$ cat src/rtl/alu_srcb_stage.sv
// Selects the ALU B operand from reg B, a constant or an immediate form, and registers it in a one-entry stage.
// Latency: an operand accepted on a rising edge is presented on out_data after that edge.
// Backpressure: in_ready = !out_valid || out_ready; the held operand is frozen while out_ready is low.
module alu_srcb_stage #(
    parameter int DATA_W    = 32,
    parameter int IMM_W     = 16,
    parameter int CONST_VAL = 4,
    parameter int SHIFT     = 2
) (
    input  logic              clk,
    input  logic              reset_n,
    input  logic [2:0]        seletor,
    input  logic [DATA_W-1:0] reg_b_info,
    input  logic [IMM_W-1:0]  imm,
    input  logic              in_valid,
    output logic              in_ready,
    output logic              out_valid,
    input  logic              out_ready,
    output logic [DATA_W-1:0] out_data,
    output logic              sel_err,
    output logic              err_sticky
);

    localparam logic [DATA_W-1:0] CONST_D = DATA_W'(CONST_VAL);

    typedef enum logic {
        ST_EMPTY = 1'b0,
        ST_FULL  = 1'b1
    } state_t;

    state_t            state_q, state_d;
    logic [DATA_W-1:0] out_data_q, out_data_d;
    logic              sel_err_q, sel_err_d;
    logic              err_sticky_q, err_sticky_d;

    logic [DATA_W-1:0] imm_sext, imm_shl, imm_zext, imm_upper;
    logic [DATA_W-1:0] dec_data;
    logic              dec_err;
    logic              accept;

    assign imm_sext  = {{(DATA_W-IMM_W){imm[IMM_W-1]}}, imm};
    assign imm_shl   = imm_sext << SHIFT;
    assign imm_zext  = {{(DATA_W-IMM_W){1'b0}}, imm};
    assign imm_upper = {imm, {(DATA_W-IMM_W){1'b0}}};

    always_comb begin
        dec_data = '0;
        dec_err  = 1'b0;
        case (seletor)
            3'd0:    dec_data = reg_b_info;
            3'd1:    dec_data = CONST_D;
            3'd2:    dec_data = imm_sext;
            3'd3:    dec_data = imm_shl;
            3'd4:    dec_data = imm_zext;
            3'd5:    dec_data = imm_upper;
            default: dec_err  = 1'b1;
        endcase
    end

    assign out_valid = (state_q == ST_FULL);
    assign in_ready  = !out_valid || out_ready;
    assign accept    = in_valid && in_ready;

    always_comb begin
        state_d      = state_q;
        out_data_d   = out_data_q;
        sel_err_d    = sel_err_q;
        err_sticky_d = err_sticky_q;
        case (state_q)
            ST_EMPTY: begin
                if (accept) state_d = ST_FULL;
            end
            ST_FULL: begin
                if (out_ready && !accept) state_d = ST_EMPTY;
            end
            default: state_d = ST_EMPTY;
        endcase
        if (accept) begin
            out_data_d = dec_data;
            sel_err_d  = dec_err;
            if (dec_err) err_sticky_d = 1'b1;
        end
    end

    always_ff @(posedge clk or negedge reset_n) begin
        if (!reset_n) begin
            state_q      <= ST_EMPTY;
            out_data_q   <= '0;
            sel_err_q    <= 1'b0;
            err_sticky_q <= 1'b0;
        end else begin
            state_q      <= state_d;
            out_data_q   <= out_data_d;
            sel_err_q    <= sel_err_d;
            err_sticky_q <= err_sticky_d;
        end
    end

    assign out_data   = out_data_q;
    assign sel_err    = sel_err_q;
    assign err_sticky = err_sticky_q;

endmodule
$ cat config.mk
export PLATFORM = sky130hd
export DESIGN_NAME = alu_srcb_stage
export DESIGN_NICKNAME = d
export VERILOG_FILES = /design/src/rtl/alu_srcb_stage.sv
export SDC_FILE = /design/constraint.sdc
export NUM_CORES = 1
export LEC_CHECK = 0
export BUFFER_PORTS_ARGS = -buffer_cell sky130_fd_sc_hd__buf_2
export CAP_MARGIN = 20
export CORE_UTILIZATION = 49
export CTS_BUF_LIST = sky130_fd_sc_hd__clkbuf_2 sky130_fd_sc_hd__clkbuf_4 sky130_fd_sc_hd__clkbuf_8
export DETAILED_ROUTE_END_ITERATION = 8
export PLACE_DENSITY = 0.82
export SYNTH_ARGS = -nofsm -noshare
export SYNTH_HDL_FRONTEND = slang
export SYNTH_SLANG_ARGS = --single-unit
$ cat constraint.sdc
create_clock -name clk -period 1.7 [get_ports clk]
set_input_delay 0.17 -clock clk [delete_from_list [all_inputs] [get_ports clk]]
set_output_delay 0.17 -clock clk [all_outputs]
set_load 0.01 [all_outputs]
==> summary.md, run 1 <==
| Metric | Value |
|---|---|
| Initial antenna violation count | `0` |
| GRT Overall Usage | `0.268` |
| Highest metal layer with signal wires | `met4` |
| CP required | `between 1.5 and 2 ns` |
| Port Buffers | `90` |
| Clock Sinks | `35` |
| CTS Buf Count | `5` |
| Leak | `~0.0012 uW` |
| Run status | `completed` |
| Antenna diode count | `0` |
| DRT Pass-1 Iters | `4` |
| Worst Skew | `between 0.004 and 0.005 ns` |
| Synth top area cells | `dfrtp_1 (42%), a21oi_1 (8.7%), a2bb2oi_1 (6.3%)` |
| Syn Nets | `around 280` |
| RSZ-0062 raised after global routing | `false` |
| # DRC | `0` |
| Wire length of the first global-routing pass | `8.97 mm` |
| Hold Slack | `between 0.1 and 0.15 ns` |
| Initial detailed-routing violation count | `161` |
| Metal-1 WL | `2.58 mm` |
| Pwr Total | `2320 uW` |
| # rows | `23` |
| Register area share after synthesis | `0.423` |
| Vias | `between 2000 and 2500` |
| Area grow syn2layout | `28.3%` |
| RePlAce Congestion | `around 0.9` |
| Slew Viols, Final | `0` |
| Vias per inst | `5.70` |
| Routed Wire Length | `around 5.7 mm` |
| Final Cycle Share | `0.761` |
| Crit path largest cell delay | `around 0.40 ns` |
| Worst R2R Setup Slack | `0.41 ns` |
| Die W | `roughly 67 um` |
| Layout cells sized above 1 | `0.371` |
| IO Pins | `between 90 and 100` |
| H-tree depth | `2` |
| Leading area contributor after synthesis | `dfrtp_1` |
| Worst path cell trace | `nand2b_4 > and2_4 > buf_12 > nor2_1 > a31oi_1` |
| Total negative slack | `0 ns` |
| Post-synth EDFFs | `0` |
| Final setup vio count | `0` |
| Synth warnings | `0` |
| Power Density | `roughly 870 mW/mm^2` |
| Number of synthesized register bits | `35` |
| Max cap viols | `0` |
| Full die area | `0.00449 mm^2` |
| Final Worst Setup Slack | `between 0.4 and 0.5 ns` |
| Final #Nets | `369` |
| Post-cts repair resize count | `0` |
| WL met2 | `around 2.7 mm` |
| Commonest cells in the netlist | `a21oi_1 (36), dfrtp_1 (35), nor2_1 (32), nand2_1 (21), a2bb2oi_1 (15)` |
| Clock insertion delay at the later pin of the skew report | `0.29 ns` |
| Min-Delay Path Class | `primary input to register` |
| Met3 WL | `roughly 350 um` |
| Max-slew headroom | `0.654` |
| Total gr overflow | `0` |
| Dpl ws | `between 0.2 and 0.3 ns` |
| Core Region | `about 0.0040 mm^2` |
| Cell Area, Synth | `slightly above 0.002 mm^2` |
| Clock Tree Root | `clkbuf_8` |
| Fraction of registers with async set/reset | `1.00` |
| Slew @ Worst Pin | `0.519 ns` |
| Largest net degree at the start of global routing | `42` |
| Min cycle time layout | `1.29 ns` |
| Hold buffer count at cts | `1` |
| Max clock buf depth | `2` |
| Dpl cells | `around 360` |
| Crit path launch type | `register` |
| Detail Placement HPWL | `approximately 4.2 mm` |
| Initial Util | `0.514` |
| CP endpoint kind | `register` |
| Clock transition at path regs | `around 0.070 ns` |
| ANT nets after route | `0` |
| Most frequent cell after synthesis | `a21oi_1` |
| Synth Flop Type | `dfrtp_1` |
| Synth top area share | `0.423` |
| Vias in the first global route | `1900` |
| DR WL/cell | `about 16 um` |
| Crit Path Max Fanout | `41` |
| CTS tree | `yes` |
| Peak VDD IR | `~550 uV` |
| Max Fclk | `just under 0.8 GHz` |
| Crit path arrival time | `1.50 ns` |
| Crit path kind | `register to register` |
| Post-CTS setup buffer count | `0` |
| Netlist cell types | `34` |
| WP buf/inv | `1` |
| Post-route non-filler standard cell count | `between 300 and 400` |
| Syn Area/Cell | `9.13 um^2` |
| Critical path's top delay family | `simple AND/OR/NAND/NOR gates` |
| Worst path slowest cell | `dfrtp_1` |
| Die H | `approximately 67 um` |
| Mapped Cells | `around 230` |
| Final-report hold violation count | `0` |
[power breakdown]
part	total [uW]	internal [uW]	leakage (uW)	switching, uW
Sequential	1010	946	0.000416	62.3
Clock	686	386	0.0000549	300
Combinational	624	283	0.000779	341
Total	2320	1610	0.00125	703
[final timing paths]
| check | start | to | cells past startpoint |
|---|---|---|---|
| min | in_valid | out_valid | 2 |
| min reg2reg | out_data[0] | out_data[0] | 2 |
| min in group asynchronous | reset_n | out_data[29] | 3 |
| max reg2reg | out_valid | out_data[8] | 5 |
| max | out_valid | out_data[8] | 5 |
| max in group asynchronous | reset_n | sel_err | 3 |
[area by class of cell]
type	instances	area [um^2]
Clock buffer	8	104
Fill cell	353	1370
Inverter	2	7.51
Multi-Input combinational cell	168	1040
Sequential cell	35	876
Tap cell	50	62.6
Timing Repair Buffer	102	568
[flip-flops by register name, indices dropped and copies added (netlist names)]
name and flops:
err_sticky 1, out_valid 1, out_data 32, sel_err 1
[metrics by stage]
stage | cell area [um^2] | util
after floorplan | 2070 | -
after global routing | 2660 | 0.660
after global placement | 2540 | 0.632
after detailed placement | 2540 | 0.632
after CTS | 2660 | 0.660
final | 2660 | 0.660
[kinds of logic after synthesis]
family / after synthesis / share of synthesized area
mux: 13 / 0.0682
flops: 35 / 0.423
buf+inv: 24 / 0.0749
simple gates: 68 / 0.158
compound gates: 87 / 0.276
[layer usage]
layer / up-vias / track usage
li1: 997 / -
met1: 995 / 0.370
met2: 83 / 0.418
met5: - / 0
met4: 0 / 0.0771
met3: 7 / 0.0565
[placed cells by master, fill, tap and decap left out, types with 2 or more instances in the layout]
master / instances
a221o_1: 2
a31oi_1: 11
nor2_1: 32
nand2b_1: 3
dfrtp_1: 35
clkbuf_8: 7
buf_12: 2
inv_1: 2
o22a_1: 2
mux2_1: 8
o21ai_1: 7
a2bb2oi_1: 15
and2_1: 2
a21oi_1: 36
buf_4: 9
nor2b_2: 2
a32oi_1: 9
mux2i_1: 4
buf_2: 90
nand2_1: 21
Power figures use the tool's default switching activity.
==> inputs of run 2 (changes only) <==
--- a/config.mk
+++ b/config.mk
@@ -5,12 +5,13 @@
 export SDC_FILE = /design/constraint.sdc
 export NUM_CORES = 1
 export LEC_CHECK = 0
+export ABC_AREA = 1
 export BUFFER_PORTS_ARGS = -buffer_cell sky130_fd_sc_hd__buf_2
 export CAP_MARGIN = 20
-export CORE_UTILIZATION = 49
+export CORE_UTILIZATION = 44
 export CTS_BUF_LIST = sky130_fd_sc_hd__clkbuf_2 sky130_fd_sc_hd__clkbuf_4 sky130_fd_sc_hd__clkbuf_8
 export DETAILED_ROUTE_END_ITERATION = 8
-export PLACE_DENSITY = 0.82
+export PLACE_DENSITY = 0.78
 export SYNTH_ARGS = -nofsm -noshare
 export SYNTH_HDL_FRONTEND = slang
 export SYNTH_SLANG_ARGS = --single-unit
==> constraint.sdc (replaced) <==
create_clock -name clk -period 1.05 [get_ports clk]
set_input_delay 0.105 -clock clk [delete_from_list [all_inputs] [get_ports clk]]
set_output_delay 0.105 -clock clk [all_outputs]
set_load 0.01 [all_outputs]
==> summary.md, run 2 <==
| Metric | Value |
|---|---|
| Peak VDD IR | `between 500 and 600 uV` |
| Commonest non-fill, non-tap cells in the layout | `nand2_1 (181), buf_2 (90), dfrtp_1 (35), nand3_1 (31), inv_1 (20)` |
| Synth top area share | `0.418` |
| Max clock buf depth | `2` |
| CTS tree | `yes` |
| Number of synthesized register bits | `35` |
| Run status | `finished with violations` |
| Synth Area in XOR/XNOR | `0` |
| Leading cell type in the layout, fill and taps excluded | `nand2_1` |
| Post-Synth Simple-Gate Area | `0.483` |
| CP required | `0.94 ns` |
| Adder-cell area share of the yosys netlist | `0` |
| Crit path launch type | `register` |
| Hold-critical path endpoint | `out_valid` |
| Layout cells sized above 1 | `0.306` |
| Max Fclk | `approximately 1 GHz` |
| Fraction of registers with async set/reset | `1.00` |
| # rows | `24` |
| Fin area | `0.00280 mm^2` |
| Mux contribution to synthesized area | `0` |
| Vias in the first global route | `a little over 2000` |
| Clock Sinks | `35` |
| Max-slew headroom | `0.782` |
| DRT Pass-1 Iters | `7` |
| Initial Util | `0.469` |
| Initial detailed-routing violation count | `~160` |
| Antenna diode count | `0` |
| CP endpoint kind | `output port` |
| Cell Area, Synth | `0.00210 mm^2` |
| Area grow syn2layout | `33.6%` |
| Largest net degree at the start of global routing | `36` |
| Die W | `71.0 um` |
| Final #Nets | `roughly 470` |
| Slew Viols, Final | `0` |
| Clock transition at path regs | `0.07 ns` |
| Reg area | `about 900 um^2` |
| Clock Tree Root | `clkbuf_8` |
| Final setup vio count | `0` |
| GRT Overall Usage | `0.240` |
| Largest family of logic cells by synthesized area | `simple AND/OR/NAND/NOR gates` |
| WP buf/inv | `1` |
| Min cycle time layout | `around 1.0 ns` |
| Mapped Cells | `about 320` |
| Vias per inst | `4.93` |
| Netlist cell types | `16` |
| Syn Area/Cell | `around 6.6 um^2` |
| Most frequent cell after synthesis | `nand2_1` |
| IO Pins | `a little over 90` |
| Worst Skew | `approximately 0.0057 ns` |
| Post-synth EDFFs | `0` |
| Commonest cells in the netlist | `nand2_1 (185), dfrtp_1 (35), nand3_1 (32), inv_1 (21), nand4_1 (16)` |
| Vias | `2288` |
| Max cap viols | `0` |
| Critical path's top delay family | `flip-flops` |
| Core Region | `approximately 0.0045 mm^2` |
| Min-Delay Path Class | `primary input to register` |
| Crit path largest cell delay | `between 0.3 and 0.4 ns` |
| Critical Path Source | `out_valid` |
| Placed Area | `about 0.0026 mm^2` |
| Worst path slowest cell | `dfrtp_1` |
| Crit path kind | `register to output port` |
| Final-report hold violation count | `0` |
| Routed Wire Length | `approximately 6.0 mm` |
| CTS Buf Count | `5` |
| Initial antenna violation count | `0` |
| Fill count | `436` |
| Total gr overflow | `0` |
| Die H | `71.0 um` |
| Leak | `0.00173 uW` |
| Core Util, Final | `0.626` |
| ANT nets after route | `0` |
| Final Worst Setup Slack | `between 0.02 and 0.03 ns` |
| RSZ-0062 raised after global routing | `true` |
| Detail Placement HPWL | `4.35 mm` |
| Crit Path Max Fanout | `3` |
| Synth top area cells | `dfrtp_1 (42%), nand2_1 (33%), nand3_1 (7.6%)` |
| Worst hold path cell count | `3` |
| Reg2reg path depth | `5` |
| Reg-to-reg startpoint | `out_valid` |
| Leading area contributor after synthesis | `dfrtp_1` |
| Slew @ Worst Pin | `about 0.33 ns` |
| Worst R2R Setup Slack | `around 0.040 ns` |
| DR WL/cell | `~13 um` |
| Power Density | `roughly 1300 mW/mm^2` |
| Max FFs per register | `32` |
| Complex-gate fraction of the synthesized area | `0.00239` |
| Synth Flop Type | `dfrtp_1` |
| Worst path cell trace | `nand2_2 > buf_2` |
| Register area share after synthesis | `0.418` |
| Wire length of the first global-routing pass | `about 9.4 mm` |
| RePlAce Congestion | `between 0.9 and 1` |
| Final Cycle Share | `0.974` |
| Port Buffers | `90` |
| Full die area | `between 0.005 and 0.006 mm^2` |
| Syn Nets | `around 370` |
| Failing checks | `DRC` |
| Crit path arrival time | `between 0.9 and 1 ns` |
| RR Endpoint | `out_data[20]` |
| H-tree depth | `2` |
| Synth warnings | `0` |
| # DRC | `7` |
| Multi-input logic area | `0.00104 mm^2` |
| Hold path startpoint | `in_valid` |
| Clock insertion delay at the later pin of the skew report | `about 0.29 ns` |
| Dpl ws | `-0.0916 ns` |
==> run 2: changes by cell type after synthesis, moves of 11 or more <==
cell	change
nand4_1	+16
nand2_1	+164
a21oi_1	-36
nand3_1	+32
nor2_1	-31
inv_1	+19
a31oi_1	-11
a2bb2oi_1	-15
==> run 2: logic make-up after synthesis <==
group,count (synthesis)
AOI/OAI and AO/OA,1
DFF,35
and+or+nand+nor,239
buffers and inverters,41
==> run 2: final cells by class <==
class,count,area share
multi-input combinational,240,0.371
sequential,35,0.313
timing repair buffer,108,0.231
inverter,22,0.0313
clock buffer,6,0.0295
tap,52,0.0232
clock inverter,1,0.00179
==> run 2: repair_timing <==
action / CTS / global route
endpoints found under the setup margin: 18 / 16
gates resized for setup: 2 / 8
endpoints found under the hold margin: 35 / 0
pin swaps: 0 / 2
gates cloned: 0 / 1
setup buffers: 0 / 0
hold buffers: 1 / 0
==> run 2: where the power goes <==
group / total (uW) / internal, uW / switching (uW)
logic: 929 / 392 / 536
clock network: 1010 / 515 / 496
registers: 1590 / 1510 / 83.3
==> run 2: stage by stage <==
| stage | total power, uW | hold slack (ns) | std cells | setup TNS (ns) |
|---|---|---|---|---|
| after global routing | 3720 | 0.0738 | 464 | -0.121 |
| final | 3530 | 0.0461 | 464 | 0 |
| after global placement | 2490 | 0.0802 | 455 | -0.681 |
| after floorplan | 2090 | -0.191 | 316 | 0 |
| after CTS | 3520 | 0.0477 | 463 | 0 |
| after detailed placement | 2510 | 0.0810 | 455 | -1.53 |
==> run 2: worst max-delay path by stage <==
stage | slack, ns | end | cells after the start
2_1_floorplan | 0.003 | out_data[0] | 6
3_3_place_gp | -0.07 | out_data[30] | 8
3_5_place_dp | -0.09 | out_data[25] | 8
4_1_cts | 0.02 | sel_err | 6
5_1_grt | -0.02 | out_data[18] | 5
6_report | 0.03 | in_ready | 2
==> run 2: worst reg2reg max path, stage by stage (launching register included) <==
cell and delay (ns):
dfrtp_1 0.39, nand2_2 0.10, nand2_4 0.08, buf_4 0.20, nand2_1 0.08, nand2_1 0.05
==> run 2: layer usage <==
metal,global-route usage,vias to the layer above,routed length (um)
met2,0.369,85,2690
met4,0.0667,0,70
li1,-,1169,-
met1,0.337,1028,2780
met3,0.0598,6,431
met5,0,-,0
